### src/rtl/instr_fetch_if.sv
// Instruction memory bus between the fetch stage and the memory controller.
// Ports: if_mc_en/if_mc_addr (request), mc_if_ready/mc_if_data (completion).
interface instr_fetch_if;
   logic        if_mc_en;
   logic [17:0] if_mc_addr;
   logic        mc_if_ready;
   logic [31:0] mc_if_data;

   modport master (
      output if_mc_en,
      output if_mc_addr,
      input  mc_if_ready,
      input  mc_if_data
   );

   modport slave (
      input  if_mc_en,
      input  if_mc_addr,
      output mc_if_ready,
      output mc_if_data
   );
endinterface

### src/rtl/instr_fetch.sv
// Instruction fetch stage: PC, memory request FSM, one-entry stall buffer.
// Ports: clock, reset, ex_if_stall, id_if_* redirect, mem bus, if_id_* out.
module instr_fetch #(
   parameter logic [31:0] RESET_PC = 32'h0000_0000
) (
   input  logic        clock,
   input  logic        reset,
   input  logic        ex_if_stall,
   input  logic        id_if_selpcsource,
   input  logic [1:0]  id_if_selpctype,
   input  logic [31:0] id_if_pcimd2ext,
   input  logic [31:0] id_if_pcindex,
   input  logic [31:0] id_if_rega,
   instr_fetch_if.master mem,
   output logic [31:0] if_id_instruc,
   output logic [31:0] if_id_nextpc,
   output logic        if_id_valid
);

   typedef enum logic [1:0] {
      S_REQ,
      S_BUF,
      S_FLUSH
   } state_t;

   state_t      state;
   logic [31:0] pc;
   logic [31:0] pc_plus4;
   logic [31:0] buf_instr;
   logic [31:0] buf_nextpc;
   logic [31:0] pend_pc;
   logic [31:0] target;
   logic        redirect;

   assign pc_plus4 = pc + 32'd4;

   always_comb begin
      target = id_if_pcimd2ext;
      unique case (1'b1)
         (id_if_selpctype == 2'b01): target = id_if_pcindex;
         (id_if_selpctype == 2'b10): target = id_if_rega;
         default:                    target = id_if_pcimd2ext;
      endcase
   end

   // Redirects only count against a real instruction in decode,
   // and never while execute holds the pipe.
   assign redirect = id_if_selpcsource && if_id_valid &&
                     !ex_if_stall && (id_if_selpctype != 2'b11);

   assign mem.if_mc_en   = !reset && (state != S_BUF);
   assign mem.if_mc_addr = pc[19:2];

   always_ff @(posedge clock) begin
      if (reset) begin
         state         <= S_REQ;
         pc            <= RESET_PC;
         buf_instr     <= 32'h0;
         buf_nextpc    <= 32'h0;
         pend_pc       <= 32'h0;
         if_id_instruc <= 32'h0;
         if_id_nextpc  <= 32'h0;
         if_id_valid   <= 1'b0;
      end else begin
         // Bubble unless a word is delivered below; a stall freezes IF/ID.
         if (!ex_if_stall) begin
            if_id_valid   <= 1'b0;
            if_id_instruc <= 32'h0;
         end
         unique case (state)
            S_REQ: begin
               if (mem.mc_if_ready) begin
                  if (ex_if_stall) begin
                     buf_instr  <= mem.mc_if_data;
                     buf_nextpc <= pc_plus4;
                     state      <= S_BUF;
                  end else if (redirect) begin
                     pc <= target;
                  end else begin
                     if_id_instruc <= mem.mc_if_data;
                     if_id_nextpc  <= pc_plus4;
                     if_id_valid   <= 1'b1;
                     pc            <= pc_plus4;
                  end
               end else if (redirect) begin
                  // Address must stay put until the old request completes.
                  pend_pc <= target;
                  state   <= S_FLUSH;
               end
            end
            S_BUF: begin
               if (redirect) begin
                  pc    <= target;
                  state <= S_REQ;
               end else if (!ex_if_stall) begin
                  if_id_instruc <= buf_instr;
                  if_id_nextpc  <= buf_nextpc;
                  if_id_valid   <= 1'b1;
                  pc            <= pc_plus4;
                  state         <= S_REQ;
               end
            end
            S_FLUSH: begin
               if (mem.mc_if_ready) begin
                  pc    <= redirect ? target : pend_pc;
                  state <= S_REQ;
               end else if (redirect) begin
                  pend_pc <= target;
               end
            end
            default: state <= S_REQ;
         endcase
      end
   end

endmodule

### src/flat_wrapper.sv
// flat-port wrapper written by rule: the top's interface ports become plain ports
module instr_fetch_flat 
#(
   parameter logic [31:0] RESET_PC = 32'h0000_0000
)
  (clock, reset, ex_if_stall, id_if_selpcsource, id_if_selpctype, id_if_pcimd2ext, id_if_pcindex, id_if_rega, if_id_instruc, if_id_nextpc, if_id_valid, mem_if_mc_en, mem_if_mc_addr, mem_mc_if_ready, mem_mc_if_data);
  instr_fetch_if mem_i ();
  input  logic clock;
  input  logic reset;
  input  logic ex_if_stall;
  input  logic id_if_selpcsource;
  input  logic [1:0] id_if_selpctype;
  input  logic [31:0] id_if_pcimd2ext;
  input  logic [31:0] id_if_pcindex;
  input  logic [31:0] id_if_rega;
  output logic [31:0] if_id_instruc;
  output logic [31:0] if_id_nextpc;
  output logic if_id_valid;
  output wire logic [$bits(mem_i.if_mc_en)-1:0] mem_if_mc_en;
  output wire logic [$bits(mem_i.if_mc_addr)-1:0] mem_if_mc_addr;
  input wire logic [$bits(mem_i.mc_if_ready)-1:0] mem_mc_if_ready;
  input wire logic [$bits(mem_i.mc_if_data)-1:0] mem_mc_if_data;
  assign mem_if_mc_en = mem_i.if_mc_en;
  assign mem_if_mc_addr = mem_i.if_mc_addr;
  assign mem_i.mc_if_ready = mem_mc_if_ready;
  assign mem_i.mc_if_data = mem_mc_if_data;
  instr_fetch #(.RESET_PC(RESET_PC)) u_core (.clock(clock), .reset(reset), .ex_if_stall(ex_if_stall), .id_if_selpcsource(id_if_selpcsource), .id_if_selpctype(id_if_selpctype), .id_if_pcimd2ext(id_if_pcimd2ext), .id_if_pcindex(id_if_pcindex), .id_if_rega(id_if_rega), .mem(mem_i), .if_id_instruc(if_id_instruc), .if_id_nextpc(if_id_nextpc), .if_id_valid(if_id_valid));
endmodule
### config.mk
export PLATFORM = sky130hd
export DESIGN_NAME = instr_fetch_flat
export DESIGN_NICKNAME = d
export VERILOG_FILES = /design/src/rtl/instr_fetch_if.sv /design/src/rtl/instr_fetch.sv /design/src/flat_wrapper.sv
export SDC_FILE = /design/constraint.sdc
export NUM_CORES = 1
export LEC_CHECK = 0
export BUFFER_PORTS_ARGS = -buffer_cell sky130_fd_sc_hd__clkbuf_2
export CAP_MARGIN = 20
export CORE_MARGIN = 4
export CORE_UTILIZATION = 42
export CTS_BUF_LIST = sky130_fd_sc_hd__clkbuf_4 sky130_fd_sc_hd__clkbuf_8
export DETAILED_ROUTE_END_ITERATION = 6
export PLACE_DENSITY_LB_ADDON = 0.1
export SLEW_MARGIN = 30
export SYNTH_ARGS = -nofsm -noshare
export SYNTH_HDL_FRONTEND = slang
export SYNTH_SLANG_ARGS = --single-unit
### constraint.sdc
create_clock -name clock -period 4.8 [get_ports clock]
set_input_delay 0.24 -clock clock [delete_from_list [all_inputs] [get_ports clock]]
set_output_delay 0.24 -clock clock [all_outputs]
set_load 0.02 [all_outputs]
### Word-level counts from Yosys, hierarchy flattened

Cells that the tools add are included.

| storage, ports and cells | value |
|---|---|
| flip-flop bits (word level) | 195 |

| operators by class | value |
|---|---|
| equal/unequal tests | 15 |
| bitwise logic cells | 1 |
| reduce and logical (&&, ||, !) cells | 15 |
| add/sub/neg operators | 1 |
| multiplexer cells | 36 |

Operator list:

| cell | number |
|---|---|
| 2-to-1 mux 32 bit | 18 |
| one-hot mux 32 bit (2 select lines) | 3 |
| one-hot mux 32 bit (3 select lines) | 1 |
| adder 32 x 3 -> 32 bit (second input constant) | 1 |
| != test 2 bit (second input constant) | 7 |
| 2-to-1 mux 2 bit | 6 |
| 2-to-1 mux 1 bit | 6 |
| != test 3 x 2 -> 1 bit (second input constant) | 2 |
| one-hot mux 2 bit (3 select lines) | 1 |
| AND reduction 6 bit | 1 |
| AND reduction 5 bit | 1 |
| == test 2 x 1 -> 1 bit (second input constant) | 2 |
| == test 2 bit (second input constant) | 2 |
| logical AND 1 bit | 4 |
| AND reduction 4 bit | 1 |
| != test 3 bit (second input constant) | 1 |
| AND reduction 3 bit | 1 |
| nonzero test 3 bit | 1 |
| zero test 1 bit | 2 |
| zero test 2 bit | 1 |
| != test 2 x 1 -> 1 bit (second input constant) | 1 |
| one-hot mux 1 bit (2 select lines) | 1 |
| AND reduction 2 bit | 1 |
| nonzero test 2 bit | 1 |
| other kinds (2) | 2 |

### Depth between registers and ports, before layout

Gate-level depths: netlist of the first run.

| logic depth | value |
|---|---|
| depth in word-level cells | 7 |
| mapped depth | 10 |
| mapped depth without buffers | 7 |

### Worst setup path after synthesis of the first run

Ideal clock, no wire load.

| path | value |
|---|---|
| kind | flip-flop to flip-flop |
| start | reg u_core.if_id_valid |
| end | reg u_core.if_id_nextpc[31] |
| setup slack | 2.932 ns |
| arrival | 1.773 ns |
| period minus slack after synthesis | 1.868 ns |
| data required time | 4.705 ns |
| library setup time | 0.095 ns |
| stages on the path, launching flop included | 8 |
| cells stage by stage | dfxtp_1 nor4bb_1 or4_1 buf_2 buf_2 buf_2 nand2_1 a221oi_1 |

| on the way | value |
|---|---|
| word-level cells in the longest chain between the ends | 5 |
| elaborated cells between the ends (all ways) | 6 |

Ends and longest elaborated chain:

| what | RTL line | RTL |
|---|---|---|
| start: declaration | instr_fetch.sv:17 | `output logic if_id_valid` |
| start signal: assignment | instr_fetch.sv:63 | `if_id_valid <= 1'b0;` |
| start signal: assignment | instr_fetch.sv:67 | `if_id_valid <= 1'b0;` |
| start signal: assignment | instr_fetch.sv:82 | `if_id_valid <= 1'b1;` |
| logical AND 1 bit (*) (2 in a row) | instr_fetch.sv:48 | `assign redirect = id_if_selpcsource && if_id_valid &&` |
| logical AND 1 bit (*) | instr_fetch.sv:49 | `!ex_if_stall && (id_if_selpctype != 2'b11);` |
| != test 2 bit (no source line) | - |  |
| AND reduction 6 bit (no source line) (*) | - |  |
| end signal: assignment | instr_fetch.sv:81 | `if_id_nextpc <= pc_plus4;` |
| end signal: assignment | instr_fetch.sv:97 | `if_id_nextpc <= buf_nextpc;` |
| end: declaration | instr_fetch.sv:16 | `output logic [31:0] if_id_nextpc,` |

Every way passes the cells marked *; elsewhere a longest branch is shown, timed or not.
A chain may end at the register's enable or synchronous reset.

### Worst setup path after layout of the first run

| path | value |
|---|---|
| start | reg u_core.state[0] |
| end | reg u_core.if_id_instruc[10] |

| on the way | value |
|---|---|
| word-level cells in the longest chain between the ends | 2 |
| elaborated cells between the ends (all ways) | 3 |

Ends and longest elaborated chain:

| what | RTL line | RTL |
|---|---|---|
| start: declaration | instr_fetch.sv:26 | `state_t state;` |
| start signal: assignment | instr_fetch.sv:56 | `state <= S_REQ;` |
| start signal: assignment | instr_fetch.sv:76 | `state <= S_BUF;` |
| start signal: assignment | instr_fetch.sv:88 | `state <= S_FLUSH;` |
| == test 2 x 1 -> 1 bit or zero test 2 bit (tied branches) | instr_fetch.sv:70 | `unique case (state)` |
| one-hot mux 32 bit (2 select lines) (*) | instr_fetch.sv:70 |  |
| end signal: assignment | instr_fetch.sv:80 | `if_id_instruc <= mem.mc_if_data;` |
| end signal: assignment | instr_fetch.sv:96 | `if_id_instruc <= buf_instr;` |
| end: declaration | instr_fetch.sv:15 | `output logic [31:0] if_id_instruc,` |

Marks and branches as above.

==> results of run 1 <==
==> placed cells by master, fill, tap and decap left out, drive strengths merged, types with 3 or more instances in the layout <==
master       Yosys  routed
clkbuf          76     235
dfxtp          195     195
nand2          193     193
nor2           112     112
a21oi          106     106
o21ai           61      61
a211oi          34      34
nor3            34      34
dlygate4sd3      0      32
a222oi          31      31
nand3           29      29
a31oi           23      23
a22oi           23      23
a221oi          21      21
buf             47      19
xnor2           16      16
nand4           14      14
inv              6      14
nor2b           13      13
xor2            12      12
and3            11      11
or3              8       8
and4             6       6
o32ai            6       6
nand2b           6       6
o211ai           5       5
o2bb2ai          5       5
a311o            5       5
a211o            4       4
a311oi           4       4
a21o             4       4
o31ai            4       4
nor4             4       4
ha               4       4
clkinv           1       4
and2             3       3
a2111oi          3       3
==> cell usage after synthesis, drive strengths merged (5+ instances only) <==
cell	number	area share (%)
a211oi	34	2.8
a21oi	106	5.8
a221oi	21	2.3
a222oi	31	3.4
a22oi	23	1.9
a311o	5	0.54
a31oi	23	1.6
and3	11	0.75
and4	6	0.57
buf	47	2.9
clkbuf	76	3.1
dfxtp	195	42
inv	6	0.24
nand2	193	7.9
nand2b	6	0.41
nand3	29	1.6
nand4	14	1.1
nor2	112	4.7
nor2b	13	0.88
nor3	34	1.9
o211ai	5	0.41
o21ai	61	3.3
o2bb2ai	5	0.48
o32ai	6	0.57
or3	8	0.54
xnor2	16	1.5
xor2	12	1.1
==> logic make-up after synthesis <==
| kind of cell | after synthesis | share of synthesized area (%) |
|---|---|---|
| flip-flops | 195 | 42.45 |
| buffers and inverters | 130 | 6.313 |
| adder cells (fa/ha/maj) | 4 | 0.5442 |
| AND/OR/NAND/NOR | 443 | 21.95 |
| XOR/XNOR | 28 | 2.667 |
| AO/OA/AOI/OAI | 352 | 26.08 |
==> per-layer routing <==
metal,up-vias,global-route usage [%],routed length (um)
met4,0,5.127,359
met5,-,0,0
li1,4495,-,-
met1,4161,33.64,13460
met2,300,33.44,12460
met3,24,3.662,1767
==> sequential cells by signal, summed over array words and instances, names as in the netlist <==
| name | flops |
|---|---|
| u_core.buf_instr | 32 |
| u_core.buf_nextpc | 32 |
| u_core.if_id_instruc | 32 |
| u_core.if_id_nextpc | 32 |
| u_core.pc | 32 |
| u_core.pend_pc | 32 |
| u_core.state | 2 |
| u_core.if_id_valid | 1 |
==> worst reg2reg max path, stage by stage, from the launching register on <==
cell,delay [ns]
sky130_fd_sc_hd__dfxtp_1,0.66
sky130_fd_sc_hd__nor2_1,0.30
sky130_fd_sc_hd__or4_1,0.45
sky130_fd_sc_hd__buf_4,0.28
sky130_fd_sc_hd__nor2_4,0.56
sky130_fd_sc_hd__buf_16,0.26
sky130_fd_sc_hd__a222oi_1,0.12
sky130_fd_sc_hd__nor2_1,0.11
==> stage by stage <==
| stage | hold slack (ns) | area [um^2] |
|---|---|---|
| final | 0.1542 | 11060 |
| after global routing | 0.1690 | 11060 |
| after CTS | 0.1361 | 11040 |
| after detailed placement | 0.4422 | 10290 |
| after global placement | 0.4367 | 10250 |
| after floorplan | 0.3760 | 9196 |
==> worst min-delay path by stage <==
| stage | end | depth (start not counted) |
|---|---|---|
| after floorplan | u_core.buf_instr[0] | 2 |
| after global placement | u_core.pend_pc[25] | 2 |
| after detailed placement | u_core.pend_pc[15] | 2 |
| after CTS | u_core.pend_pc[2] | 5 |
| after global routing | u_core.pend_pc[2] | 5 |
| final | u_core.pend_pc[2] | 5 |
==> area by class of cell <==
class | count | area [um^2] | share of cell area, %
Multi-Input combinational cell | 827 | 4770 | 43.14
Inverter | 7 | 26.28 | 0.2376
Tap cell | 275 | 344.1 | 3.112
Clock inverter | 14 | 191.4 | 1.731
Sequential cell | 195 | 3904 | 35.31
Clock buffer | 18 | 241.5 | 2.184
Timing Repair Buffer | 268 | 1580 | 14.29
==> power groups by stage <==
stage | clock network (W) | logic [W] | registers, W
2_1_floorplan | 0 | 0.000315 | 0.00181
3_3_place_gp | 0 | 0.000512 | 0.00179
3_5_place_dp | 0 | 0.000522 | 0.00179
4_1_cts | 0.00118 | 0.000544 | 0.00176
5_1_grt | 0.00124 | 0.000600 | 0.00177
6_report | 0.00115 | 0.000543 | 0.00176
==> impl.org, run 1 <==
** Clock tree
- TritonCTS built the clock tree.
- The later pin in the worst-skew pair is clocked with a latency of 0.47 ns.
- Clk sink count :: 195
- Post-CTS setup-driven buffer insertion count :: 0
- TritonCTS Buffers :: 17
- Hold repair after CTS inserted 32 buffers.
- Post-CTS repair changed the size of 0 cells.
- Number of H-tree levels :: 4
- Clock root buffer :: sky130_fd_sc_hd__clkbuf_8
- Clock Tree Buf Depth :: 2
- Clock-pin slew on the worst setup and hold paths :: 0.11 ns

** Logic synthesis
- Number of enable flip-flop cells after synthesis :: 0
- In the synthesized netlist the async set-or-reset flop fraction comes to 0%.
- Gate Count Post-Synth :: 1152
- Area of the mapped netlist :: 0.009196 mm^2
- Of the synthesized area, sequential elements account for 42.45%.
- Count of synthesis-stage warnings from yosys :: 0
- Post-synthesis cell type count :: 63
- A synthesized cell averages 7.983 um^2.
- Commonest register cell after synthesis :: sky130_fd_sc_hd__dfxtp_1
- Number of synthesized register bits :: 195
- Post-synthesis net count :: 1291

** Power and ir drop
- Per report_power, the sequential group accounts for 50.9% of the total.
- Summed over all cells, the static leakage comes to 4.254 nW.
- Total power divided by cell area :: 312.5 mW/mm^2
- Power share of the clock group :: 33.4%
- Switching power :: 0.001055 W
- VDD sags by at most 0.1916 mV.
- Total Power Consumption :: 0.003456 W
- Per report_power, the combinational group accounts for 15.7% of the total.
- Internal power comes to 0.002400 W.
- Switching part of the total power :: 30.54%

** Critical path
- Max Fanout on Critical Path :: 41
- The slowest stage of the critical path belongs to the cell sky130_fd_sc_hd__dfxtp_1.
- In this run the worst setup path terminates at u_core.if_id_instruc[10].
- The setup path with the least slack is of type flop to flop.
- Data arrives at the worst endpoint at 3.19 ns.
- Worst path most repeated cell :: sky130_fd_sc_hd__nor2_1
- Reg-to-reg setup timing slack :: 2.02 ns
- On the critical path the largest part of the delay comes from simple AND/OR/NAND/NOR gates.
- Counting cells, the worst reg-to-reg path comes to 7.
- Sort of element at the end of the critical path :: flop
- Launch point of the worst path :: u_core.state[0]
- Logic depth of the worst path, buffers included :: 7
- Required time of the worst setup path :: 5.21 ns
- Counting both buffers and inverters, the worst setup path holds a total of 2.
- Nature of the critical path startpoint :: flop
- In this run the critical register-to-register path is launched from u_core.state[0].
- Crit-path cells :: nor2_1 > or4_1 > buf_4 > nor2_4 > buf_16 > a222oi_1 > nor2_1
- RR Endpoint :: u_core.if_id_instruc[10]
- Largest stage delay on the critical path :: 0.66 ns

** Routing
- Dividing the detail-routed via count by the number of cells gives 5.599.
- Total number of vias :: 8980
- WL/cell :: 17.48 um
- The first detailed-routing pass ran for 7 iterations.
- After detailed routing, the total wire length is 28040 um.
- Antenna Nets Post-Route :: 0
- Number of violations reported at the end of detailed-routing iteration 0 :: 682
- Remaining routing DRC violations :: 0

** Die
- From bottom edge to top edge, the die measures 156.0 um.
- Overall die area :: 0.02433 mm^2
- # IOs :: 219
- In this run the core area contains 53 standard-cell rows.
- In this run the standard cell core region covers 0.02129 mm^2.
- For this configuration, the core starts out at a cell density of 43.20%.
- The die is 156.0 um wide.

** GRT
- Global route overflow :: 0
- Antenna violations before repair :: 0
- First-pass GRT wire length :: 44350 um
- Vias in the first global route :: 8088
- In the global route stage, overall resource usage came out at 22.33%.
- Maximum number of pins on one net before global-route repair :: 100

** Timing
- Adding up every negative setup slack in the final design gives 0 ns.
- Max-Slew Margin vs Limit :: 37.56%
- Slew Limit Fails :: 0
- Post-Route Skew :: 0.01303 ns
- The final hold violation count was 0.
- Setup repair after global routing left no endpoint under its margin.
- Fmax :: 359.2 MHz
- Pin slew with the least headroom to its limit :: 0.9366 ns
- Fin worst setup slack :: 2.016 ns
- Period minus WS final :: 2.784 ns
- Setup violations remaining at the end of the flow were counted as 0.
- After layout, the worst path uses 57.99% of the clock period.

** Final layout
- Share of cells above drive strength 1 :: 21.75%
- Number of nets in the final layout :: 1455
- # fillers :: 2083
- Finished Core Util :: 51.94%
- For this run, the number of standard cells in the final layout without fillers is 1604.
- From synthesis to final layout, the design area changed by 20.23%.
- Antenna Diode Count :: 0

** Place
- Port buffer count :: 218
- The number of placed instances, taps included, is 1539.
- Final weighted congestion in routability-driven placement :: 0.8188
- Pre-CTS worst setup slack :: 1.950 ns
- Detailed placement ended at an HPWL of 19050 um.

** Run status
- The flow ran to the end, and the final reports show no timing, DRC or antenna violations.

** Worst hold path
- HP Start :: id_if_pcimd2ext[2]
- The min-delay analysis places its worst path in the category input pin to flop.

** Flow run
- The tool flagged a number of max-cap violations equal to 0.
No activity file was read; power rests on OpenSTA's default activity.
==> inputs of run 2 (changes only) <==
==> constraint.sdc (replaced) <==
create_clock -name clock -period 2.2 [get_ports clock]
set_input_delay 0.11 -clock clock [delete_from_list [all_inputs] [get_ports clock]]
set_output_delay 0.11 -clock clock [all_outputs]
set_load 0.02 [all_outputs]
==> run 2 against run 1 <==
Die area unchanged. Critical endpoint is now u_core.buf_nextpc[26]. Cell count increased by 2.7%. Highest routed layer unchanged. Combinational power increased by 140%. Maximum frequency increased by 36%.
==> impl.org, run 2 (synthesized netlist as in run 1, its figures left out) <==
** Critical path
- In this run the critical register-to-register path is launched from u_core.pc[20].
- The required time of the critical path was 2.52 ns (-2.69 ns).
- STA classifies the critical path startpoint as a flop.
- Sort of element at the end of the critical path :: flop
- The critical path starts at u_core.pc[20].
- Worst Setup Path Type :: flop to flop
- Max Fanout on Critical Path :: 9 (-78%)
- Signal arrival time at the worst endpoint :: 2.38 ns (-0.81 ns)

** Timing
- Final hold violations :: 0 (unchanged)
- Post-Route Skew :: 0.01486 ns (+0.001832 ns)
- Final setup violation count :: 0 (unchanged)
- The worst setup margin is 0.1462 ns (-1.870 ns).
- Fraction of the cycle the final worst path needs :: 93.35% (+35 points)
- Slew Limit Fails :: 0 (unchanged)
- The total negative setup slack was 0 ns (unchanged).
- Fmax :: 486.9 MHz (+36%)
- RSZ-0062 raised after global routing :: false
- Max-Slew Margin vs Limit :: 47.45% (+9.9 points)
- Period minus WS final :: 2.054 ns (-0.7300 ns)
- Pin slew with the least headroom to its limit :: 0.7882 ns (-0.1484 ns)

** GRT
- All-Layer GR Usage :: 22.78% (+0.45 points)
- The maximum number of pins on one net before global-route repair came to 70 (-30%).
- The via count of the first global-routing pass was 8236 (+1.8%).
- First-pass GRT wire length :: 45140 um (+1.8%)
- Antenna violations before repair :: 0 (unchanged)
- The global-route congestion overflow total was 0 (unchanged).

** Clock tree
- The clock-pin transition on the worst setup and hold timing paths was 0.12 ns (about the same).
- Number of H-tree levels :: 4 (unchanged)
- Clock Tree Buf Depth :: 2 (unchanged)
- Clock root buffer :: sky130_fd_sc_hd__clkbuf_8
- Clk sink count :: 195 (unchanged)
- TritonCTS built the clock tree.
- The number of buffers created by CTS came to 17 (unchanged).
- Clock latency on the worst-skew pair :: 0.48 ns (about the same)

** Die
- Site Rows :: 53 (unchanged)
- Die X-Extent :: 156.0 um (unchanged)
- Starting density of the core :: 43.20% (unchanged)
- # IOs :: 219 (unchanged)
- Area inside the core boundary :: 0.02129 mm^2 (unchanged)
- The die outline area is 0.02433 mm^2 (unchanged).
- The vertical die dimension came to 156.0 um (unchanged).

** Power and ir drop
- The worst ir drop on vdd was 0.3309 mV (+73%).
- The reported leakage power came to 4.495 nW (+5.6%).
- The power density over the cells was 653.0 mW/mm^2 (+110%).

** Routing
- Via/cell ratio :: 5.541 (-1.0%)
- The via total after detailed routing is 9126 (+1.6%).
- Remaining routing DRC violations :: 0 (unchanged)
- The violation count after the first detailed-route iteration was 712 (+4.4%).
- Total detailed-routing wirelength :: 28510 um (+1.7%)
- First drt pass iteration count :: 6 (-1)
- Antenna Nets Post-Route :: 0 (unchanged)
- WL/cell :: 17.31 um (-0.99%)

** Final layout
- Area grow syn2layout :: 24.14%
- Number of nets in the final layout :: 1499 (+3.0%)
- Most frequent standard cell in the layout excluding fill and tap cells :: sky130_fd_sc_hd__clkbuf_2
- Most frequent cells in the layout :: sky130_fd_sc_hd__clkbuf_2 (217), sky130_fd_sc_hd__dfxtp_1 (195), sky130_fd_sc_hd__nand2_1 (193), sky130_fd_sc_hd__nor2_1 (111), sky130_fd_sc_hd__a21oi_1 (106)
- # fillers :: 2076 (-0.34%)
- Antenna Diode Count :: 0 (unchanged)
- The area of the multi-input gates was 0.004756 mm^2 (-0.29%).
- The fraction of final layout cells sized beyond drive strength 1 was 23.98% (+2.2 points).
- Sequential cell area in the final layout :: 0.003904 mm^2 (unchanged)

** Worst hold path
- Kind of path behind the tightest hold check :: input pin to flop
- HP Start :: ex_if_stall

** Flow run
- The reported max-cap violation count came to 0 (unchanged).

** Run status
- The flow ran to the end, and the final reports show no timing, DRC or antenna violations.

** Place
- The worst setup slack before clock tree synthesis came to 0.1624 ns (-1.787 ns).
- The total of buffers placed on input and output ports was 218 (unchanged).
- Half-perimeter wire length of the detailed placement result :: 20130 um (+5.7%)
- The routability congestion estimate from global placement was 0.9342 (+14%).
run 2: changes by cell type in the layout (fill, tap and decap cells not counted), sizes merged:
cell	change
clkbuf	-1
bufinv	-1
inv	-1
buf	+44
clkinvlp	-1
clkinv	+3
run 2: path summary, 6_finish.rpt:
check | endpoint | slack, ns | cells past startpoint
min | u_core.if_id_instruc[23] | 0.04 | 3
max | u_core.buf_nextpc[26] | 0.15 | 5
max reg2reg | u_core.buf_nextpc[26] | 0.15 | 5
min reg2reg | u_core.if_id_nextpc[16] | 0.46 | 2
run 2: power breakdown:
group          internal, W  total, W  switching, W
clock network     0.000956   0.00236       0.00141
registers          0.00369   0.00380      0.000110
logic             0.000511   0.00129      0.000778
run 2: metal layers:
metal / up-vias / wire (um) / part of all wire (%) / global-route usage (%)
met5: - / 0 / 0 / 0
met4: 0 / 355 / 1.2 / 5.211
met3: 29 / 1947 / 6.8 / 4.216
met2: 326 / 12280 / 43 / 33.36
met1: 4182 / 13930 / 49 / 34.64
li1: 4589 / - / - / -
run 2: area by class of cell:
class	instances	share of cell area (%)
multi-input cells	827	41.66
clock buffers	17	2.050
well taps	275	3.014
repair buffers	312	17.37
inverters	7	0.2302
clock inverters	14	1.480
flip-flops and latches	195	34.20
run 2: what timing repair did:
item                                    in CTS  in global routing
hold buffers                                32                  0
gates resized for setup                      0                  0
endpoints found under the hold margin       63                  0
endpoints found under the setup margin       0                  0
buffers inserted                             0                  0
run 2: worst max-delay path, cell delays in order (launching register included):
cell                       delay, ns
sky130_fd_sc_hd__dfxtp_1        0.46
sky130_fd_sc_hd__inv_1          0.18
sky130_fd_sc_hd__nor4_4         0.55
sky130_fd_sc_hd__nand4_1        0.26
sky130_fd_sc_hd__xor2_1         0.34
sky130_fd_sc_hd__a211oi_1       0.12
run 2: per-stage QoR:
step           total power, W  area (um^2)  utilization (%)  cells  hold WS, ns
6_report             0.007454        11420            53.63   1647      0.04008
3_3_place_gp         0.005115        10690            50.23   1584       0.3509
4_1_cts              0.007525        11420            53.63   1647     0.007748
3_5_place_dp         0.005128        10690            50.23   1584       0.3544
5_1_grt              0.007805        11420            53.63   1647      0.03037
2_1_floorplan        0.004628         9196                -   1152       0.2460
